File: config.mk
export PLATFORM = sky130hd
export DESIGN_NAME = mux_arb_n_flat
export DESIGN_NICKNAME = d
export VERILOG_FILES = /design/src/rtl/mux_arb_n_if.sv /design/src/rtl/mux_arb_n.sv /design/src/flat_wrapper.sv
export SDC_FILE = /design/constraint.sdc
export NUM_CORES = 1
export LEC_CHECK = 0
export ABC_AREA = 1
export ABC_CLOCK_PERIOD_IN_PS = 4780
export BUFFER_PORTS_ARGS = -buffer_cell sky130_fd_sc_hd__buf_2
export CAP_MARGIN = 20
export CORE_UTILIZATION = 56
export DETAILED_ROUTE_END_ITERATION = 6
export PLACE_DENSITY_LB_ADDON = 0.2
export RECOVER_POWER = 50
export SLEW_MARGIN = 20
export SYNTH_ARGS = -nofsm -noshare
export SYNTH_HDL_FRONTEND = slang
export SYNTH_SLANG_ARGS = --single-unit
File: constraint.sdc
create_clock -name clk -period 4.78 [get_ports clk]
set_clock_uncertainty 0.15 [all_clocks]
set_input_delay 0.478 -clock clk [delete_from_list [all_inputs] [get_ports clk]]
set_output_delay 0.478 -clock clk [all_outputs]
set_load 0.02 [all_outputs]
File: src/rtl/mux_arb_n_if.sv
`default_nettype none
// ============================================================================
// Module      : mux_arb_n_if
// Description : Channel-side and output-side handshake bundle for mux_arb_n.
// Revision    : 1.0
// ============================================================================
interface mux_arb_n_if #(
  parameter int NCH = 4,
  parameter int DW  = 8,
  parameter int CW  = 2
);
  logic [NCH*DW-1:0] in_data;
  logic [NCH-1:0]    in_valid;
  logic [NCH-1:0]    in_ready;
  logic [DW-1:0]     out_data;
  logic [CW-1:0]     out_ch;
  logic              out_valid;
  logic              out_ready;

  modport master (
    output in_data, in_valid, out_ready,
    input  in_ready, out_data, out_ch, out_valid
  );

  modport slave (
    input  in_data, in_valid, out_ready,
    output in_ready, out_data, out_ch, out_valid
  );
endinterface
`default_nettype wire

File: src/rtl/mux_arb_n.sv
`default_nettype none
// ============================================================================
// Module      : mux_arb_n
// Description : N-channel arbitrating mux into a one-entry output register.
// Revision    : 1.0
// ============================================================================
module mux_arb_n #(
  parameter int NCH = 4,
  parameter int DW  = 8,
  parameter int CW  = 2
) (
  input  logic           clk,
  input  logic           rst,
  mux_arb_n_if.slave     bus,
  input  logic [1:0]     mode,
  input  logic [CW-1:0]  sel,
  output logic [15:0]    xfer_cnt
);

  typedef enum logic [0:0] {
    EMPTY = 1'b0,
    FULL  = 1'b1
  } state_t;

  state_t          state_q, state_d;
  logic [DW-1:0]   out_data_q, out_data_d;
  logic [CW-1:0]   out_ch_q, out_ch_d;
  logic [CW-1:0]   rr_ptr_q, rr_ptr_d;
  logic [15:0]     xfer_cnt_q, xfer_cnt_d;

  logic            load_en;
  logic [NCH-1:0]  grant;
  logic [NCH-1:0]  ready;
  logic [CW-1:0]   g_idx;
  logic [DW-1:0]   g_data;
  logic            xfer;
  logic            rr_found;
  int              rr_idx;

  always_comb begin : p_grant
    grant    = '0;
    g_idx    = '0;
    g_data   = '0;
    rr_found = 1'b0;
    rr_idx   = 0;
    case (mode)
      2'b00: begin
        // An out-of-range sel matches no channel, so it yields no grant.
        for (int k = 0; k < NCH; k++) begin
          if (sel == CW'(k) && bus.in_valid[k]) begin
            grant[k] = 1'b1;
            g_idx    = CW'(k);
            g_data   = bus.in_data[k*DW +: DW];
          end
        end
      end
      2'b01: begin
        for (int k = NCH - 1; k >= 0; k--) begin
          if (bus.in_valid[k]) begin
            grant    = '0;
            grant[k] = 1'b1;
            g_idx    = CW'(k);
            g_data   = bus.in_data[k*DW +: DW];
          end
        end
      end
      2'b10: begin
        for (int i = 0; i < NCH; i++) begin
          rr_idx = int'(rr_ptr_q) + i;
          if (rr_idx >= NCH) rr_idx = rr_idx - NCH;
          if (!rr_found && bus.in_valid[rr_idx]) begin
            rr_found       = 1'b1;
            grant[rr_idx]  = 1'b1;
            g_idx          = CW'(rr_idx);
            g_data         = bus.in_data[rr_idx*DW +: DW];
          end
        end
      end
      default: ;
    endcase
  end

  // Reset also forces in_ready low, independent of the clock.
  assign load_en = !rst && ((state_q == EMPTY) || bus.out_ready);
  assign ready   = grant & {NCH{load_en}};
  assign xfer    = |ready;

  always_comb begin : p_next
    state_d    = state_q;
    out_data_d = out_data_q;
    out_ch_d   = out_ch_q;
    rr_ptr_d   = rr_ptr_q;
    xfer_cnt_d = xfer_cnt_q;
    if (xfer) begin
      state_d    = FULL;
      out_data_d = g_data;
      out_ch_d   = g_idx;
      if (xfer_cnt_q != 16'hFFFF) xfer_cnt_d = xfer_cnt_q + 16'd1;
      if (mode == 2'b10) begin
        rr_ptr_d = (g_idx == CW'(NCH - 1)) ? '0 : g_idx + CW'(1);
      end
    end else if (state_q == FULL && bus.out_ready) begin
      state_d = EMPTY;
    end
  end

  always_ff @(posedge clk or posedge rst) begin : p_regs
    if (rst) begin
      state_q    <= EMPTY;
      out_data_q <= '0;
      out_ch_q   <= '0;
      rr_ptr_q   <= '0;
      xfer_cnt_q <= '0;
    end else begin
      state_q    <= state_d;
      out_data_q <= out_data_d;
      out_ch_q   <= out_ch_d;
      rr_ptr_q   <= rr_ptr_d;
      xfer_cnt_q <= xfer_cnt_d;
    end
  end

  assign bus.in_ready  = ready;
  assign bus.out_data  = out_data_q;
  assign bus.out_ch    = out_ch_q;
  assign bus.out_valid = (state_q == FULL);
  assign xfer_cnt      = xfer_cnt_q;

endmodule
`default_nettype wire

File: src/flat_wrapper.sv
// flat-port wrapper written by rule: the top's interface ports become plain ports
module mux_arb_n_flat 
#(
  parameter int NCH = 4,
  parameter int DW  = 8,
  parameter int CW  = 2
)
  (clk, rst, mode, sel, xfer_cnt, bus_in_data, bus_in_valid, bus_out_ready, bus_in_ready, bus_out_data, bus_out_ch, bus_out_valid);
  mux_arb_n_if #(.NCH(NCH), .DW(DW), .CW(CW)) bus_i ();
  input  logic clk;
  input  logic rst;
  input  logic [1:0] mode;
  input  logic [CW-1:0] sel;
  output logic [15:0] xfer_cnt;
  input wire logic [$bits(bus_i.in_data)-1:0] bus_in_data;
  input wire logic [$bits(bus_i.in_valid)-1:0] bus_in_valid;
  input wire logic [$bits(bus_i.out_ready)-1:0] bus_out_ready;
  output wire logic [$bits(bus_i.in_ready)-1:0] bus_in_ready;
  output wire logic [$bits(bus_i.out_data)-1:0] bus_out_data;
  output wire logic [$bits(bus_i.out_ch)-1:0] bus_out_ch;
  output wire logic [$bits(bus_i.out_valid)-1:0] bus_out_valid;
  assign bus_i.in_data = bus_in_data;
  assign bus_i.in_valid = bus_in_valid;
  assign bus_i.out_ready = bus_out_ready;
  assign bus_in_ready = bus_i.in_ready;
  assign bus_out_data = bus_i.out_data;
  assign bus_out_ch = bus_i.out_ch;
  assign bus_out_valid = bus_i.out_valid;
  mux_arb_n #(.NCH(NCH), .DW(DW), .CW(CW)) u_core (.clk(clk), .rst(rst), .bus(bus_i), .mode(mode), .sel(sel), .xfer_cnt(xfer_cnt));
endmodule
# == After elaboration in Yosys (flattened, before gate mapping) ==
# Index checks and enable logic that the tools add are counted.
# totals
register_bits,29
inputBits,43
out_inout_bits,31
wordCells,144
# classes
addsub,9
magnitude_cmp,12
eq_ne,7
shifts,4
n_mux,78
bitwise_logic,5
n_reduce_logical,24
# ops
op,count
2-to-1 mux 32 bit,8
greater-or-equal comparator 32 x 1 -> 1 bit (second input constant),4
less-than comparator 32 x 4 -> 1 bit (second input constant),4
indexed part select 32 x 32 -> 8 bit,4
greater-or-equal comparator 32 x 4 -> 1 bit (second input constant),3
2-to-1 mux 8 bit,12
subtractor 32 x 4 -> 32 bit (second input constant),3
2-to-1 mux 4 bit,11
2-to-1 mux 1 bit,25
case mux 8 bit (3 select lines),1
2-to-1 mux 2 bit,11
adder 16 x 1 -> 16 bit (second input constant),1
!= test 16 bit (second input constant),1
logical AND 1 bit,13
OR 4 bit,3
case mux 4 bit (3 select lines),1
binary-select mux 1 bit (select 2 bit),4
demux 1 bit (select 2 bit),4
equality test 2 bit (second input constant),4
adder 2 x 2 -> 3 bit (second input constant),2
case mux 2 bit (3 select lines),1
bitwise AND 4 bit,1
equality test 2 x 1 -> 1 bit (second input constant),2
zero test 1 bit,4
other kinds (10),12

# == Longest topological paths before layout ==
# Gate-level depths: netlist of run 1.
# depth
ltp_word,23
ltp_mapped,20

# == Worst setup path after synthesis of run 1 ==
# Ideal clock, no wire load.
# synth_timing
kind,flip-flop to flip-flop
from,register u_core.rr_ptr_q[1]
to,register u_core.rr_ptr_q[0]
setup_ns,0.065
t_arrival_ns,2.733
path_slack_ns,1.832
stages_incl_launch_ff,20
path_buffers,3
cell_sequence,dfrtp_1 inv_2 buf_1 ha_1 buf_2 inv_1 nand3_1 nand2_1 nor2_1 buf_2 nor2_1 a21oi_1 o21ai_0 nand3_1 nand2_1 inv_1 ha_1 nor3_1 nand3_1 nand2_1
# synth_lines
element,line,text
start: declaration,mux_arb_n.sv:28,"logic [CW-1:0] rr_ptr_q, rr_ptr_d;"
start signal: assignment,mux_arb_n.sv:118,rr_ptr_q <= rr_ptr_d;
"parallel branches: the longest is 18 deep, another holds subtractor 32 x 4 -> 32 bit",-,
2-to-1 mux 2 bit *,mux_arb_n.sv:71,if (!rr_found && bus.in_valid[rr_idx]) begin
case mux 2 bit (3 select lines) *,mux_arb_n.sv:46,case (mode)
net u_core.g_idx[0],mux_arb_n.sv:34,logic [CW-1:0] g_idx;
adder 2 x 1 -> 2 bit or equality test 2 bit (tied branches),mux_arb_n.sv:100,rr_ptr_d = (g_idx == CW'(NCH - 1)) ? '0 : g_idx + CW'(1);
2-to-1 mux 2 bit *,mux_arb_n.sv:100,
# Mark *: on every way through the listed nets, which the timed path passes. The select of a mux whose other input is x is not followed.
# A chain may end at the register's enable or synchronous reset.

# == Final worst setup path of run 1 ==
# layout_timing
from,register u_core.rr_ptr_q[1]
to,output port bus_in_ready[3]
# layout_between
elab_chain_cells,21
# layout_lines
element,line,text
"parallel branches: the longest is 18 deep, another holds subtractor 32 x 4 -> 32 bit",-,
2-to-1 mux 4 bit *,mux_arb_n.sv:71,
case mux 4 bit (3 select lines) *,mux_arb_n.sv:46,
bitwise AND 4 bit *,mux_arb_n.sv:85,assign ready = grant & {NCH{load_en}};
end: declaration,flat_wrapper.sv:18,output wire logic [$bits(bus_i.in_ready)-1:0] bus_in_ready;
# Mark *: on every way between the ends. The select of a mux whose other input is x is not followed.

==> run metrics, run 1 <==
CP endpoint kind output pin; setup TNS 0 ns; via count approximately 4300; chip height about 80 microns; floorplan row count 28; total CTS buffers 5; Worst path most repeated cell nand2_1; post-cts hold buffer count 0; Mapped Nets 654; Cell Pwr Density ~560 mW/mm^2; Via density 5.81; antenna cells 0; slew of the pin with the lowest slew margin between 1.5 and 2 ns; Setup CP Type flop to output pin; DRC viols 0; Net Sw Power approximately 0.0013 W; first-pass GRT wire length around 17 mm; area grow syn2layout 13.6%; RePlAce Congestion 0.931; largest net degree at the start of global routing 73; starting density of the core 0.590; Combinational Power Share 0.713; Hold Path Class input pin to flop; most frequent cells in the layout 193 x nand2_1, 79 x o21ai_0, 62 x nand3_1; slew margin rel. -0.0726; max incr delay on CP about 0.7 ns; startpoint class of the critical path flop; post-cts repair resize count 0; total wire length roughly 11 mm; Flop pwr share 0.168; boundary pin count 74; hold slack final about 0.24 ns; # nets final 715; pre-CTS setup slack 1.13 ns; Peak VDD IR 0.351 mV; Ys Warns 0; failing checks max-capacitance violations, max-slew violations; Skew-Pair Late Insertion Delay slightly below 0.3 ns; Starting DRT DRC Count 323; final worst path period share 0.787; Longest Clk Path Bufs 2; commonest non-fill, non-tap cell in the layout nand2_1; DRT antenna net count 0; clk sinks 29; MaxCap Viol Count 1; cells after synthesis roughly 600; vias in the first global route roughly 3700; max-slew violations 31; drt pass-1 iters 6; library cells used by synthesis 38; worst path arrival time about 3.1 ns; initial antenna violation count 0; die width between 80 and 90 microns; die area ~0.0066 sq mm; Cell Area, Synth 0.00353 sq mm; Peak Freq between 200 and 300 MHz; P_int ~0.00099 W; syn avg cell area between 5 and 6 sq um; IO Port Bufs 73; switch share 0.561; setup ws final approximately 1 ns; core footprint 0.00599 sq mm; crit-path max FO 20; Seq/Total Area, Yosys 0.205; status complete, but fails checks; post-CTS setup buffer count 0; RSZ-0062 raised after global routing false; Required @ worst endpoint slightly above 4 ns; dpl hpwl ~8 mm; H-tree depth 2; Wirelength per Cell around 15 microns; Root Buffer clkbuf_8; CTS clk-pin slew, worst paths 0.07 ns; GRT Overall Usage 0.343; CP max stage cell dfrtp_1; Hold Violations, Final 0; share of layout cells above drive strength 1 0.137; LEAKAGE around 2.1 nW; grt total ovfl 0; CTS tree built; Clock Power Share 0.119; Tmin final between 3 and 4 ns; CP Cell Sequence inv_2 -> ha_1 -> inv_1 -> nand2_1 -> nand2_2 -> nor2_8 -> nand2_4 -> inv_2 -> nand2_1 -> nand3_1 -> nand2_1 -> nand2_1 -> nand2_1 -> inv_1 -> buf_2; #FFs+latches synth 29; number of setup violations in the final report 0
-- per-stage QoR --
| step | power, W | utilization | area, sq um | cells |
|---|---|---|---|---|
| after floorplan | 0.00163 | - | 3530 | 603 |
| after global placement | 0.00193 | 0.653 | 3910 | 731 |
| after detailed placement | 0.00196 | 0.653 | 3910 | 731 |
| after CTS | 0.00224 | 0.672 | 4030 | 739 |
| after global routing | 0.00248 | 0.670 | 4010 | 740 |
| final | 0.00225 | 0.670 | 4010 | 740 |
-- logic make-up after synthesis --
logic type                 count (synthesis)  share of synthesized area
AOI/OAI and AO/OA                        143                      0.239
xor gates and xnor gates                  14                     0.0347
adders and majority gates                  8                     0.0283
buffers and inverters                     90                      0.103
DFF                                       29                      0.205
and+or+nand+nor                          319                      0.390
-- area by class of cell --
type	count	area [sq um]
clock buffer	7	86.3
clock inverter	1	30.0
fill	578	1980
inverter	65	244
multi-input combinational	484	2440
sequential	29	727
tap	75	93.8
timing repair buffer	79	388
-- path summary, 6_finish.rpt --
path                                         from                     end  slack [ns]  cells after the start
max in group asynchronous                     rst      u_core.rr_ptr_q[0]        2.85                      3
max                            u_core.rr_ptr_q[1]         bus_in_ready[3]        1.02                     15
min in group asynchronous                     rst    u_core.bus.out_valid        0.58                      3
max reg2reg                    u_core.rr_ptr_q[1]    u_core.bus.out_valid        1.11                     16
min reg2reg                u_core.bus.out_data[6]  u_core.bus.out_data[6]        0.34                      2
min                                 bus_out_ready    u_core.bus.out_valid        0.24                      2
-- Yosys cell counts --
cell type | count | area (sq um)
a31oi_1 | 3 | 18.8
o2bb2ai_1 | 2 | 17.5
inv_2 | 5 | 18.8
nand4_1 | 6 | 37.5
o21ai_2 | 2 | 17.5
nor2_1 | 34 | 128
buf_6 | 2 | 22.5
o221ai_1 | 10 | 87.6
nor2_2 | 2 | 12.5
clkbuf_1 | 16 | 60.1
nand3_2 | 2 | 20.0
o2111a_1 | 1 | 11.3
o211ai_1 | 7 | 52.6
o21ai_1 | 1 | 5.00
buf_2 | 5 | 25.0
o22ai_1 | 5 | 31.3
xor2_1 | 9 | 78.8
nand2_2 | 4 | 25.0
ha_1 | 8 | 100
a21boi_1 | 1 | 7.51
o2111ai_1 | 6 | 52.6
nand3b_1 | 2 | 15.0
inv_1 | 60 | 225
a21boi_0 | 2 | 15.0
buf_4 | 1 | 7.51
o21a_1 | 2 | 15.0
a21oi_1 | 21 | 105
nor2_8 | 1 | 20.0
o21ai_0 | 79 | 395
xnor2_1 | 5 | 43.8
nor4_1 | 1 | 6.26
nor3_1 | 9 | 45.0
nand2_4 | 3 | 33.8
buf_1 | 1 | 3.75
nand2_1 | 193 | 724
nand3_1 | 62 | 310
dfrtp_1 | 29 | 726
o221a_2 | 1 | 11.3
-- metal layers --
layer,GRT usage,vias up,wire length (microns)
met1,0.453,1926,4800
met2,0.555,208,5030
li1,-,2149,-
met4,0.123,0,212
met5,0,-,0
met3,0.0656,20,832
-- state kept, by name (all words and copies together), names as in the netlist --
register and cells:
u_core.bus.out_data 8, u_core.bus.out_ch 2, u_core.rr_ptr_q 2, u_core.bus.out_valid 1, u_core.xfer_cnt 16
-- power by group through the flow --
| stage | sequential, W | clock, W | combinational (W) |
|---|---|---|---|
| final | 0.000378 | 0.000267 | 0.00161 |
| after global routing | 0.000389 | 0.000282 | 0.00181 |
| after CTS | 0.000377 | 0.000273 | 0.00159 |
| after detailed placement | 0.000380 | 0 | 0.00158 |
| after global placement | 0.000378 | 0 | 0.00155 |
| after floorplan | 0.000431 | 0 | 0.00120 |
-- worst max-delay path, delay by kind of cell, from the launching register on --
kind | cells | cell delay (ns)
DFF | 1 | 0.71
adders and majority gates | 1 | 0.36
buffers and inverters | 5 | 0.88
and+or+nand+nor | 9 | 0.89
Power figures use the tool's default switching activity.
==> run 2: changes to the inputs <==
- ABC_CLOCK_PERIOD_IN_PS: 4780 -> 3550
- clock period: 4.78 -> 3.55 ns (I/O delays scaled with it)
==> run 2 against run 1 <==
  * The flow finishes with violations (design-rule violations)
  * Clock-buffer cell count decreased by 2
  * Critical path depth unchanged
  * Sequential power increased by 27%
  * First-iteration DRC count increased by 28%
  * Via count increased by 3.8%
  * Utilization increased by 0.48 points
  * Combinational power increased by 42%
  * Flip-flop and latch count unchanged
==> run metrics, run 2 (synthesized netlist as in run 1, its figures left out) <==
Worst path most repeated cell nand2_1; dpl hpwl 8.13 mm (+1.3%); crit-path max FO 17 (-15%); CP endpoint kind output pin; commonest non-fill, non-tap cell in the layout nand2_1; Tmin final around 3.0 ns; Setup CP Type flop to output pin; chip height 81.4 microns (unchanged); final worst path period share 0.843; max incr delay on CP 0.48 ns (-0.23 ns); status complete, but fails checks; hold slack final 0.128 ns (-0.115 ns); Hold Path Class input pin to flop; largest net degree at the start of global routing 45 (-38%); slew of the pin with the lowest slew margin 0.935 ns (-0.674 ns); startpoint class of the critical path flop; DP Area 0.00396 sq mm (+1.3%); MaxCap Viol Count 0 (-1); Worst path depth 15 (unchanged); first-pass GRT wire length 17.7 mm (+1.6%); R2R setup slack 0.57 ns (-0.54 ns); CTS clk-pin slew, worst paths 0.07 ns (about the same); boundary pin count 74 (unchanged); Longest Clk Path Bufs 2 (unchanged); delay-heaviest family, CP simple AND/OR/NAND/NOR gates; Combinational Power Share 0.753 (+0.040); Skew-Pair Late Insertion Delay 0.28 ns (about the same); Hold Violations, Final 0 (unchanged); area grow syn2layout 14.4%; post-cts hold buffer count 1 (+1); final cell count without fillers 747 (+0.95%); via count 4466 (+3.8%); clk sinks 29 (unchanged); R2R depth 16 (unchanged); Flop pwr share 0.159 (-0.009); Peak VDD IR 0.509 mV (+45%); CP max stage cell ha_1; Required @ worst endpoint 3.04 ns (-1.11 ns); Final Power 0.00303 W (+34%); Wirelength per Cell 14.8 microns (+0.77%); initial antenna violation count 0 (unchanged); drt pass-1 iters 7 (+1); GRT Overall Usage 0.344 (+0.00134); max FFs per register 16 (unchanged); DRC viols 9 (+9); slew margin rel. 0.376 (+0.449); starting density of the core 0.590 (unchanged); Peak Freq about 330 MHz; H-tree depth 2 (unchanged); Cell Pwr Density 749 mW/mm^2 (+33%); placed cell count 738 (+0.96%); most frequent cells in the layout 193 x nand2_1, 79 x o21ai_0, 62 x nand3_1; Via density 5.98 (+2.8%); Critical path destination bus_in_ready[3]; antenna cells 0 (unchanged); post-CTS setup buffer count 0 (unchanged); IO Port Bufs 73 (unchanged); Clock Power Share 0.087 (-0.032); reg2reg end u_core.rr_ptr_q[1]; DRT antenna net count 0 (unchanged); floorplan row count 28 (unchanged); P_int 0.00128 W (+29%); RePlAce Congestion 0.974 (+4.6%); die area 0.00663 sq mm (unchanged); post-cts repair resize count 0 (unchanged); max-slew violations 0 (-100%); worst path arrival time 2.49 ns (-0.64 ns); fin area 0.00404 sq mm (+0.72%); total CTS buffers 5 (unchanged); switch share 0.577 (+0.0163); grt total ovfl 0 (unchanged); Starting DRT DRC Count 413 (+28%); Net Sw Power 0.00175 W (+38%); Worst Setup SP u_core.rr_ptr_q[0]; number of setup violations in the final report 0 (unchanged); # nets final 722 (+0.98%); reg2reg start u_core.rr_ptr_q[0]; Root Buffer clkbuf_8; share of layout cells above drive strength 1 0.147 (+0.0105); CP Cell Sequence inv_2 -> ha_1 -> inv_1 -> nand2_1 -> nand2_2 -> nor2_8 -> nand2_4 -> inv_2 -> nand2_1 -> nand3_1 -> nand2_1 -> nand2_1 -> nand2_1 -> inv_1 -> buf_2; RSZ-0062 raised after global routing false; total wire length 11.1 mm (+1.7%); failing checks design-rule violations; die width 81.4 microns (unchanged); vias in the first global route 3941 (+5.3%); WP buf/inv 5 (unchanged); LEAKAGE 2.10 nW (+1.1%); setup TNS 0 ns (unchanged); CTS tree built; core footprint 0.00599 sq mm (unchanged)
[run 2: power groups by stage]
| stage | Sequential [W] | Combinational (W) | Clock, W |
|---|---|---|---|
| 3_5_place_dp | 0.000485 | 0.00222 | 0 |
| 5_1_grt | 0.000494 | 0.00252 | 0.000282 |
| 2_1_floorplan | 0.000580 | 0.00161 | 0 |
| 4_1_cts | 0.000479 | 0.00223 | 0.000270 |
| 6_report | 0.000481 | 0.00228 | 0.000265 |
| 3_3_place_gp | 0.000482 | 0.00217 | 0 |
[run 2: worst min-delay path by stage]
| stage | cells after the start | to | startpoint |
|---|---|---|---|
| after CTS | 2 | u_core.bus.out_valid | bus_out_ready |
| after floorplan | 1 | u_core.bus.out_ch[0] | rst |
| after global placement | 3 | u_core.bus.out_valid | rst |
| after detailed placement | 3 | u_core.bus.out_valid | rst |
| after global routing | 2 | u_core.bus.out_valid | bus_out_ready |
| final | 2 | u_core.bus.out_valid | bus_out_ready |
[run 2: metal layers]
layer / share of wire / routed length, microns / GRT usage
met3: 0.11 / 1180 / 0.0556
met5: 0 / 0 / 0
met4: 0.038 / 424 / 0.186
met2: 0.45 / 4930 / 0.531
met1: 0.41 / 4520 / 0.459
[run 2: cell type report]
cell class	instances	area, sq um
multi-input combinational	484	2440
inverter	65	244
fill	540	1950
timing repair buffer	86	447
clock buffer	5	68.8
sequential	29	727
clock inverter	3	17.5
tap	75	93.8
[run 2: per-stage QoR]
step | util | setup WS (ns)
6_report | 0.675 | 0.556
5_1_grt | 0.675 | 0.335
4_1_cts | 0.678 | 0.598
3_5_place_dp | 0.662 | 0.608
3_3_place_gp | 0.662 | 0.641
2_1_floorplan | - | 0.602
